===== src/rtl/vend_pkg.sv =====
// +------------------------------------------------------------------+
// | vend_pkg                                                         |
// | Coin type and default front-end constants shared with vend FSM.  |
// | Revision: 1.0                                                    |
// +------------------------------------------------------------------+
`default_nettype none

package vend_pkg;

    typedef enum logic {
        COIN_NICKEL = 1'b0,
        COIN_DIME   = 1'b1
    } coin_t;

    localparam int DEF_SYNC_STAGES     = 2;
    localparam int DEF_DEBOUNCE_CYCLES = 4;

endpackage

`default_nettype wire


===== src/rtl/coin_debounce.sv =====
// +------------------------------------------------------------------+
// | coin_debounce                                                    |
// | Synchronizer chain plus persistence counter for one raw line.    |
// | Revision: 1.0                                                    |
// +------------------------------------------------------------------+
`default_nettype none

module coin_debounce #(
    parameter int SYNC_STAGES     = 2,
    parameter int DEBOUNCE_CYCLES = 4
) (
    input  logic clk,
    input  logic reset_n,
    input  logic i_raw,
    output logic o_level
);

    localparam logic [7:0] c_cnt_last = 8'(DEBOUNCE_CYCLES - 1);

    logic [SYNC_STAGES-1:0] r_sync;
    logic [7:0]             r_cnt;
    logic                   r_level;
    logic                   w_sync;

    assign w_sync  = r_sync[SYNC_STAGES-1];
    assign o_level = r_level;

    always_ff @(posedge clk or negedge reset_n) begin
        if (!reset_n) begin
            r_sync <= '0;
        end else begin
            r_sync <= {r_sync[SYNC_STAGES-2:0], i_raw};
        end
    end

    // The level flips on the edge where the mismatch run reaches its limit.
    always_ff @(posedge clk or negedge reset_n) begin
        if (!reset_n) begin
            r_cnt   <= '0;
            r_level <= 1'b0;
        end else if (w_sync == r_level) begin
            r_cnt <= '0;
        end else if (r_cnt == c_cnt_last) begin
            r_level <= w_sync;
            r_cnt   <= '0;
        end else begin
            r_cnt <= r_cnt + 8'd1;
        end
    end

endmodule

`default_nettype wire


===== src/rtl/coin_acceptor.sv =====
// +------------------------------------------------------------------+
// | coin_acceptor                                                    |
// | Debounced coin front end with a 2-deep credit FIFO to vend FSM.  |
// | Revision: 1.0                                                    |
// +------------------------------------------------------------------+
`default_nettype none

module coin_acceptor
    import vend_pkg::*;
#(
    parameter int SYNC_STAGES     = DEF_SYNC_STAGES,
    parameter int DEBOUNCE_CYCLES = DEF_DEBOUNCE_CYCLES
) (
    input  logic       clk,
    input  logic       reset_n,
    input  logic       raw_n,
    input  logic       raw_d,
    input  logic       inhibit,
    output logic       n,
    output logic       d,
    output logic       coin_reject,
    output logic [1:0] pending
);

    logic       w_level_n;
    logic       w_level_d;
    logic       r_level_n_q;
    logic       r_level_d_q;
    logic       r_evt_n;
    logic       r_evt_d;
    coin_t      r_mem [2];
    logic       r_wptr;
    logic       r_rptr;
    logic [1:0] r_count;
    logic       r_n;
    logic       r_d;
    logic       r_reject;

    logic       w_pop;
    logic [1:0] w_free;
    logic [1:0] w_push_cnt;
    coin_t      w_wdata0;
    coin_t      w_wdata1;
    logic       w_drop;
    coin_t      w_head;

    coin_debounce #(
        .SYNC_STAGES     (SYNC_STAGES),
        .DEBOUNCE_CYCLES (DEBOUNCE_CYCLES)
    ) u_deb_n (
        .clk     (clk),
        .reset_n (reset_n),
        .i_raw   (raw_n),
        .o_level (w_level_n)
    );

    coin_debounce #(
        .SYNC_STAGES     (SYNC_STAGES),
        .DEBOUNCE_CYCLES (DEBOUNCE_CYCLES)
    ) u_deb_d (
        .clk     (clk),
        .reset_n (reset_n),
        .i_raw   (raw_d),
        .o_level (w_level_d)
    );

    always_ff @(posedge clk or negedge reset_n) begin
        if (!reset_n) begin
            r_level_n_q <= 1'b0;
            r_level_d_q <= 1'b0;
            r_evt_n     <= 1'b0;
            r_evt_d     <= 1'b0;
        end else begin
            r_level_n_q <= w_level_n;
            r_level_d_q <= w_level_d;
            r_evt_n     <= w_level_n & ~r_level_n_q;
            r_evt_d     <= w_level_d & ~r_level_d_q;
        end
    end

    assign w_head = r_mem[r_rptr];
    assign w_pop  = !inhibit && (r_count != 2'd0);
    assign w_free = 2'd2 - r_count + {1'b0, w_pop};

    // Dime is offered first so it lands ahead of a same-cycle nickel.
    always_comb begin
        w_push_cnt = 2'd0;
        w_wdata0   = COIN_NICKEL;
        w_wdata1   = COIN_NICKEL;
        w_drop     = 1'b0;
        if (r_evt_d) begin
            if (!inhibit && (w_free > w_push_cnt)) begin
                w_wdata0   = COIN_DIME;
                w_push_cnt = w_push_cnt + 2'd1;
            end else begin
                w_drop = 1'b1;
            end
        end
        if (r_evt_n) begin
            if (!inhibit && (w_free > w_push_cnt)) begin
                if (w_push_cnt == 2'd0) begin
                    w_wdata0 = COIN_NICKEL;
                end else begin
                    w_wdata1 = COIN_NICKEL;
                end
                w_push_cnt = w_push_cnt + 2'd1;
            end else begin
                w_drop = 1'b1;
            end
        end
    end

    always_ff @(posedge clk or negedge reset_n) begin
        if (!reset_n) begin
            r_mem[0] <= COIN_NICKEL;
            r_mem[1] <= COIN_NICKEL;
            r_wptr   <= 1'b0;
            r_rptr   <= 1'b0;
            r_count  <= 2'd0;
            r_n      <= 1'b0;
            r_d      <= 1'b0;
            r_reject <= 1'b0;
        end else begin
            if (w_push_cnt != 2'd0) begin
                r_mem[r_wptr] <= w_wdata0;
            end
            if (w_push_cnt == 2'd2) begin
                r_mem[~r_wptr] <= w_wdata1;
            end
            r_wptr   <= r_wptr ^ w_push_cnt[0];
            r_rptr   <= r_rptr ^ w_pop;
            r_count  <= r_count + w_push_cnt - {1'b0, w_pop};
            r_n      <= w_pop && (w_head == COIN_NICKEL);
            r_d      <= w_pop && (w_head == COIN_DIME);
            r_reject <= w_drop;
        end
    end

    assign n           = r_n;
    assign d           = r_d;
    assign coin_reject = r_reject;
    assign pending     = r_count;

endmodule

`default_nettype wire


===== config.mk =====
export PLATFORM = sky130hd
export DESIGN_NAME = coin_acceptor
export DESIGN_NICKNAME = d
export VERILOG_FILES = /design/src/rtl/vend_pkg.sv /design/src/rtl/coin_debounce.sv /design/src/rtl/coin_acceptor.sv
export SDC_FILE = /design/constraint.sdc
export NUM_CORES = 1
export LEC_CHECK = 0
export CAP_MARGIN = 0
export CORE_ASPECT_RATIO = 0.9
export CORE_UTILIZATION = 61
export CTS_CLUSTER_DIAMETER = 150
export DETAILED_ROUTE_END_ITERATION = 8
export PLACE_DENSITY = 0.93
export REMOVE_ABC_BUFFERS = 1
export SKIP_CTS_REPAIR_TIMING = 1
export SLEW_MARGIN = 40
export SYNTH_ARGS = -nofsm -noshare
export SYNTH_HDL_FRONTEND = slang
export SYNTH_SLANG_ARGS = --single-unit
export TNS_END_PERCENT = 30

===== constraint.sdc =====
create_clock -name clk -period 5.2 [get_ports clk]
set_input_delay 1.56 -clock clk [delete_from_list [all_inputs] [get_ports clk]]
set_output_delay 1.56 -clock clk [all_outputs]
set_load 0.05 [all_outputs]

# [Yosys cells after proc, flatten, opt, wreduce, memory -nomap -nowiden]
# Cells that the tools add are included.
[op_classes] n_eq_ne=5 n_reduce_logical=13 n_lt_le_gt_ge=7 muxes=27 n_bitwise=15 add_sub_neg=7
[op_table] operator="8-bit 2-to-1 mux" count=4
[op_table] operator="8-bit by 1-bit adder with 8-bit output (second input constant)" count=2
[op_table] operator="8-bit by 2-bit equality test with 1-bit output (second input constant)" count=2
[op_table] operator="1-bit 2-to-1 mux" count=15
[op_table] operator="2-bit 2-to-1 mux" count=5
[op_table] operator="1-bit logical AND" count=7
[op_table] operator="2-bit >= comparator (second input constant)" count=3
[op_table] operator="1-bit NOT" count=6
[op_table] operator="1-bit NOT with 2-bit output" count=3
[op_table] operator="2-bit by 1-bit less-than comparator with 1-bit output (second input constant)" count=2
[op_table] operator="2-bit AND reduction" count=2
[op_table] operator="2-bit nonzero test" count=2
[op_table] operator="2-bit by 1-bit adder with 2-bit output" count=1
[op_table] operator="2-bit by 1-bit adder with 2-bit output (second input constant)" count=1
[op_table] operator="2-bit adder" count=1
[op_table] operator="1-bit bitwise AND" count=2
[op_table] operator="2-bit bitwise AND" count=1
[op_table] operator="2-bit bitwise mux" count=1
[op_table] operator="1-bit demux with 1-bit select" count=2
[op_table] operator="1-bit equality test" count=2
[op_table] operator="2-bit equality test (second input constant)" count=1
[op_table] operator="2-bit by 1-bit greater-than comparator with 1-bit output (second input constant)" count=1
[op_table] operator="2-bit greater-than comparator" count=1
[op_table] operator="2-bit logical NOT" count=1
[op_table] operator="other kinds (5)" count=6
[totals] regBits=35 in_bits=5 elab_cells=92

# [Longest topological paths before layout]
[depth] ltp_word=15 mapped_depth=11 mapped_depth_nobuf=11

# [Hierarchy]
# From an unflattened synthesis, not the netlist that was laid out.
[unflattened] hier_cells=151 hier_area_um2=1660.3
[modules_own_cells] module="coin_debounce" instances=2 cells_each=44 area_per_inst_um2=493.0
[modules_own_cells] module="coin_acceptor" instances=1 cells_each=63 area_per_inst_um2=674.4

# [Worst setup path after synthesis]
# No wires, ideal clock.
[synth_timing] path_type="in2reg" startpoint="input inhibit" endpoint="register r_count[1] (netlist: pending[1])" arrival_ns=3.730 setup_slack_ns=1.336 stages=11 setup_time_ns=0.134 cell_sequence="o21bai_1 ha_1 xor2_2 a21o_2 or3_1 ha_1 inv_1 ha_1 xor2_1 xnor2_1 xnor2_1"
[synth_via] elab_chain_cells=13
[synth_lines] element="start, declared" line="coin_acceptor.sv:18" text="input logic inhibit,"
[synth_lines] element="1-bit logical NOT *" line="coin_acceptor.sv:82, coin_acceptor.sv:92, coin_acceptor.sv:100"
[synth_lines] element="1-bit logical AND" line="coin_acceptor.sv:82" text="assign w_pop = !inhibit && (r_count != 2'd0);"
[synth_lines] element="2-bit by 1-bit adder with 2-bit output" line="coin_acceptor.sv:83" text="assign w_free = 2'd2 - r_count + {1'b0, w_pop};"
[synth_lines] element="2-bit by 1-bit greater-than comparator with 1-bit output" line="coin_acceptor.sv:92" text="if (!inhibit && (w_free > w_push_cnt)) begin"
[synth_lines] element="1-bit logical AND" line="coin_acceptor.sv:92"
[synth_lines] element="1-bit 2-to-1 mux" line="coin_acceptor.sv:92"
[synth_lines] element="2-bit 2-to-1 mux" line="coin_acceptor.sv:91" text="if (r_evt_d) begin"
[synth_lines] element="2-bit greater-than comparator" line="coin_acceptor.sv:100" text="if (!inhibit && (w_free > w_push_cnt)) begin"
[synth_lines] element="1-bit logical AND" line="coin_acceptor.sv:100"
[synth_lines] element="2-bit 2-to-1 mux" line="coin_acceptor.sv:100"
[synth_lines] element="2-bit 2-to-1 mux" line="coin_acceptor.sv:99" text="if (r_evt_n) begin"
[synth_lines] element="2-bit adder" line="coin_acceptor.sv:132" text="r_count <= r_count + w_push_cnt - {1'b0, w_pop};"
[synth_lines] element="2-bit by 1-bit subtractor with 2-bit output *" line="coin_acceptor.sv:132"
[synth_lines] element="end signal, assigned" line="coin_acceptor.sv:132"
[synth_lines] element="end, declared" line="coin_acceptor.sv:34" text="logic [1:0] r_count;"
# Every way passes the cells marked *; elsewhere a longest branch is shown, timed or not.
# A chain may end at the register's enable or synchronous reset.

# [Worst setup path in the final report]
# Ends and elaborated chain as after synthesis.

==> impl_metrics.tcl <==
set metrics [dict create \
    rr_startpoint "pending[1]$_DFF_PN0_" \
    core-area_mm2 0.002282 \
    critPathArrivalTime_ps 4530 \
    hold_path_end "u_deb_d.r_sync[1]$_DFF_PN0_" \
    portBuffers 9 \
    synth_top_area_share_pct 56.32 \
    reg2reg_to "pending[1]$_DFF_PN0_" \
    max_clock_freq_mhz 231.3 \
    cts_buffers 5 \
    ys_ff_latch 35 \
    maxCapViolCount 0 \
    rsz0062_at_grt "no" \
    synth-main-ff-cell "dfrtp_1" \
    synth_cells 142 \
    routed_wl_um 2607 \
    grt_overflow 0 \
    htree_levels 2 \
    yosysTopAreaCell "dfrtp_1" \
    skew_ps 7.635 \
    setup_viol 0 \
    firstDrtPassIters 4 \
    drc 0 \
    tightest_slew_ps 510.5 \
    syn2layout_area_growth_pct 11.10 \
    hold_depth 0 \
    synth_edf_count 0 \
    hold_slack_ps 351.8 \
    num_io_pins 10 \
    min_period_ps 4324 \
    max-vdd-ir-drop_mv 0.4483 \
    hold_path.class "reg -> reg" \
    gp_congestion 0.8578 \
    async_flop_share_pct 100.0 \
    via_per_inst 6.097 \
    hold_violations 0 \
    rrSetupSlack_ps 2150 \
    worstPathRequired_ps 5410 \
    status "complete, no violations" \
    die_w_um 55.23 \
    relSlewSlack_pct 65.86 \
    fin_cells 185 \
    drt_iter0_markers 35 \
    synth.most_common_cell "dfrtp_1" \
    wl_per_cell_um 14.09 \
    gr-usage-all-layers_pct 22.74 \
    final_nets 169 \
    die_area_mm2 0.002756 \
    nFillCells 167 \
    layout-drive-gt1-share_pct 8.228 \
    fin_util_pct 75.71 \
    crit_type "in -> reg" \
    grt_max_degree 36 \
    cp-start-kind "input pin" \
    synth_common_cells "dfrtp_1, nor2_1, inv_1" \
    path_max_fanout 9 \
    antenna_found_initial 0 \
    row_count 16 \
    post-dp-hpwl_um 1929 \
    ys_seq_area_share_pct 56.32 \
    min-delay-start "u_deb_d.r_sync[0]$_DFF_PN0_" \
    synth_cell_type_count 32 \
    avgSynthCellArea_um2 10.95 \
    cts_tree "built" \
    setup_tns_ps 0 \
    clk_latency_ps 330 \
    yosys_warnings 0 \
    drtAntennaViolNets 0 \
    fin_crit_sh_pct 83.15 \
    r2r_cells 11 \
    diodes 0 \
    grt_pass1_vias 1097 \
    cts_buffer_depth 2 \
    vias 1128 \
    netlist_area_mm2 0.001555 \
    pwr_density_cell_mw_per_mm2 537.6 \
    clock_sinks 35 \
    synthTopCellsByArea "dfrtp_1, ha_1, xnor2_1" \
    placed_cells 179 \
    die_h_um 49.90 \
    critPathCaptureType "flop" \
    root_buffer "clkbuf_4" \
    clk_pin_slew_ps 90 \
    drv_slew 0 \
    p_leak_nw 0.7505 \
    start_util_pct 68.15 \
    grt_pass1_wl_um 4560 \
]
where the power goes:
| group | leakage [nW] | switching (mW) | internal, mW | total [mW] |
|---|---|---|---|---|
| Combinational | 0.277 | 0.222 | 0.158 | 0.380 |
| Clock | 0.0242 | 0.0787 | 0.0480 | 0.127 |
| Sequential | 0.449 | 0.0749 | 0.347 | 0.422 |
placed cells by master (no fill, tap or decap), types with 2 or more instances in the layout:
master	synthesis	routed
dfrtp_1	35	35
nor2_1	13	13
inv_1	10	10
nand3_1	9	9
clkdlybuf4s50_1	0	9
o21ai_0	8	8
nand2_1	8	8
or3_1	7	7
xnor2_1	7	7
a21oi_1	7	7
xor2_1	5	5
ha_1	5	5
clkbuf_4	0	5
a211oi_1	3	3
nor2b_1	3	3
nand4_1	2	2
nor3_1	2	2
o32ai_1	2	2
through the flow:
stage               power, mW  cell area [um2]  worst slack (ps)
CTS                    0.9372             1728             885.1
global route           0.9998             1728             719.7
floorplan              0.6952             1555              1336
finish                 0.9290             1728             876.2
global placement       0.7747             1687             774.5
detailed placement     0.8101             1687             517.4
routing by layer:
metal	share of wire (%)	up-vias	track usage (%)
met2	50	28	37.55
li1	-	529	-
met5	0	-	0
met3	4.1	8	5.774
met4	2.7	0	17.50
met1	43	563	25.31
final cells by class:
class | instances | area (um2) | share of cell area [%]
clock buffers | 6 | 41.29 | 2.390
inverters | 10 | 37.54 | 2.172
multi-input cells | 97 | 641.9 | 37.15
flip-flops and latches | 35 | 875.8 | 50.69
well taps | 27 | 33.78 | 1.955
repair buffers | 10 | 97.59 | 5.648
flip-flops by register name (all words and copies together), names as in the netlist, 2 cells and up:
| signal | count |
|---|---|
| pending | 2 |
| r_mem | 2 |
| u_deb_d.r_cnt | 8 |
| u_deb_n.r_sync | 2 |
| u_deb_n.r_cnt | 8 |
| u_deb_d.r_sync | 2 |
worst max path at each step:
stage	end	start	slack, ps	cells after the start
after detailed placement	pending[1]$_DFF_PN0_	inhibit	520	12
after CTS	pending[1]$_DFF_PN0_	inhibit	890	12
final	pending[1]$_DFF_PN0_	inhibit	880	12
after global placement	pending[1]$_DFF_PN0_	inhibit	770	12
after floorplan	pending[1]$_DFF_PN0_	inhibit	1340	11
after global routing	pending[1]$_DFF_PN0_	inhibit	720	12
worst max-delay path: stages:
cell and delay, ps:
clkdlybuf4s50_1 620, o21bai_1 280, ha_1 280, xor2_2 360, nor2_1 130, or3_1 380, ha_1 290, inv_1 40
ha_1 180, xor2_1 150, xnor2_1 140, xnor2_1 130
cells by family (layout without fill, tap and decap cells):
group                      count (synthesis)  in the layout  synth area share [%]
AOI/OAI and AO/OA                         27             27                 11.26
xor gates and xnor gates                  13             13                 7.804
adders and majority gates                  5              5                 4.023
buffers and inverters                     10             26                 2.414
DFF                                       35             35                 56.32
muxes                                      3              3                 2.092
and+or+nand+nor                           49             49                 16.09
Note: power is estimated with default switching activity, not from simulation.
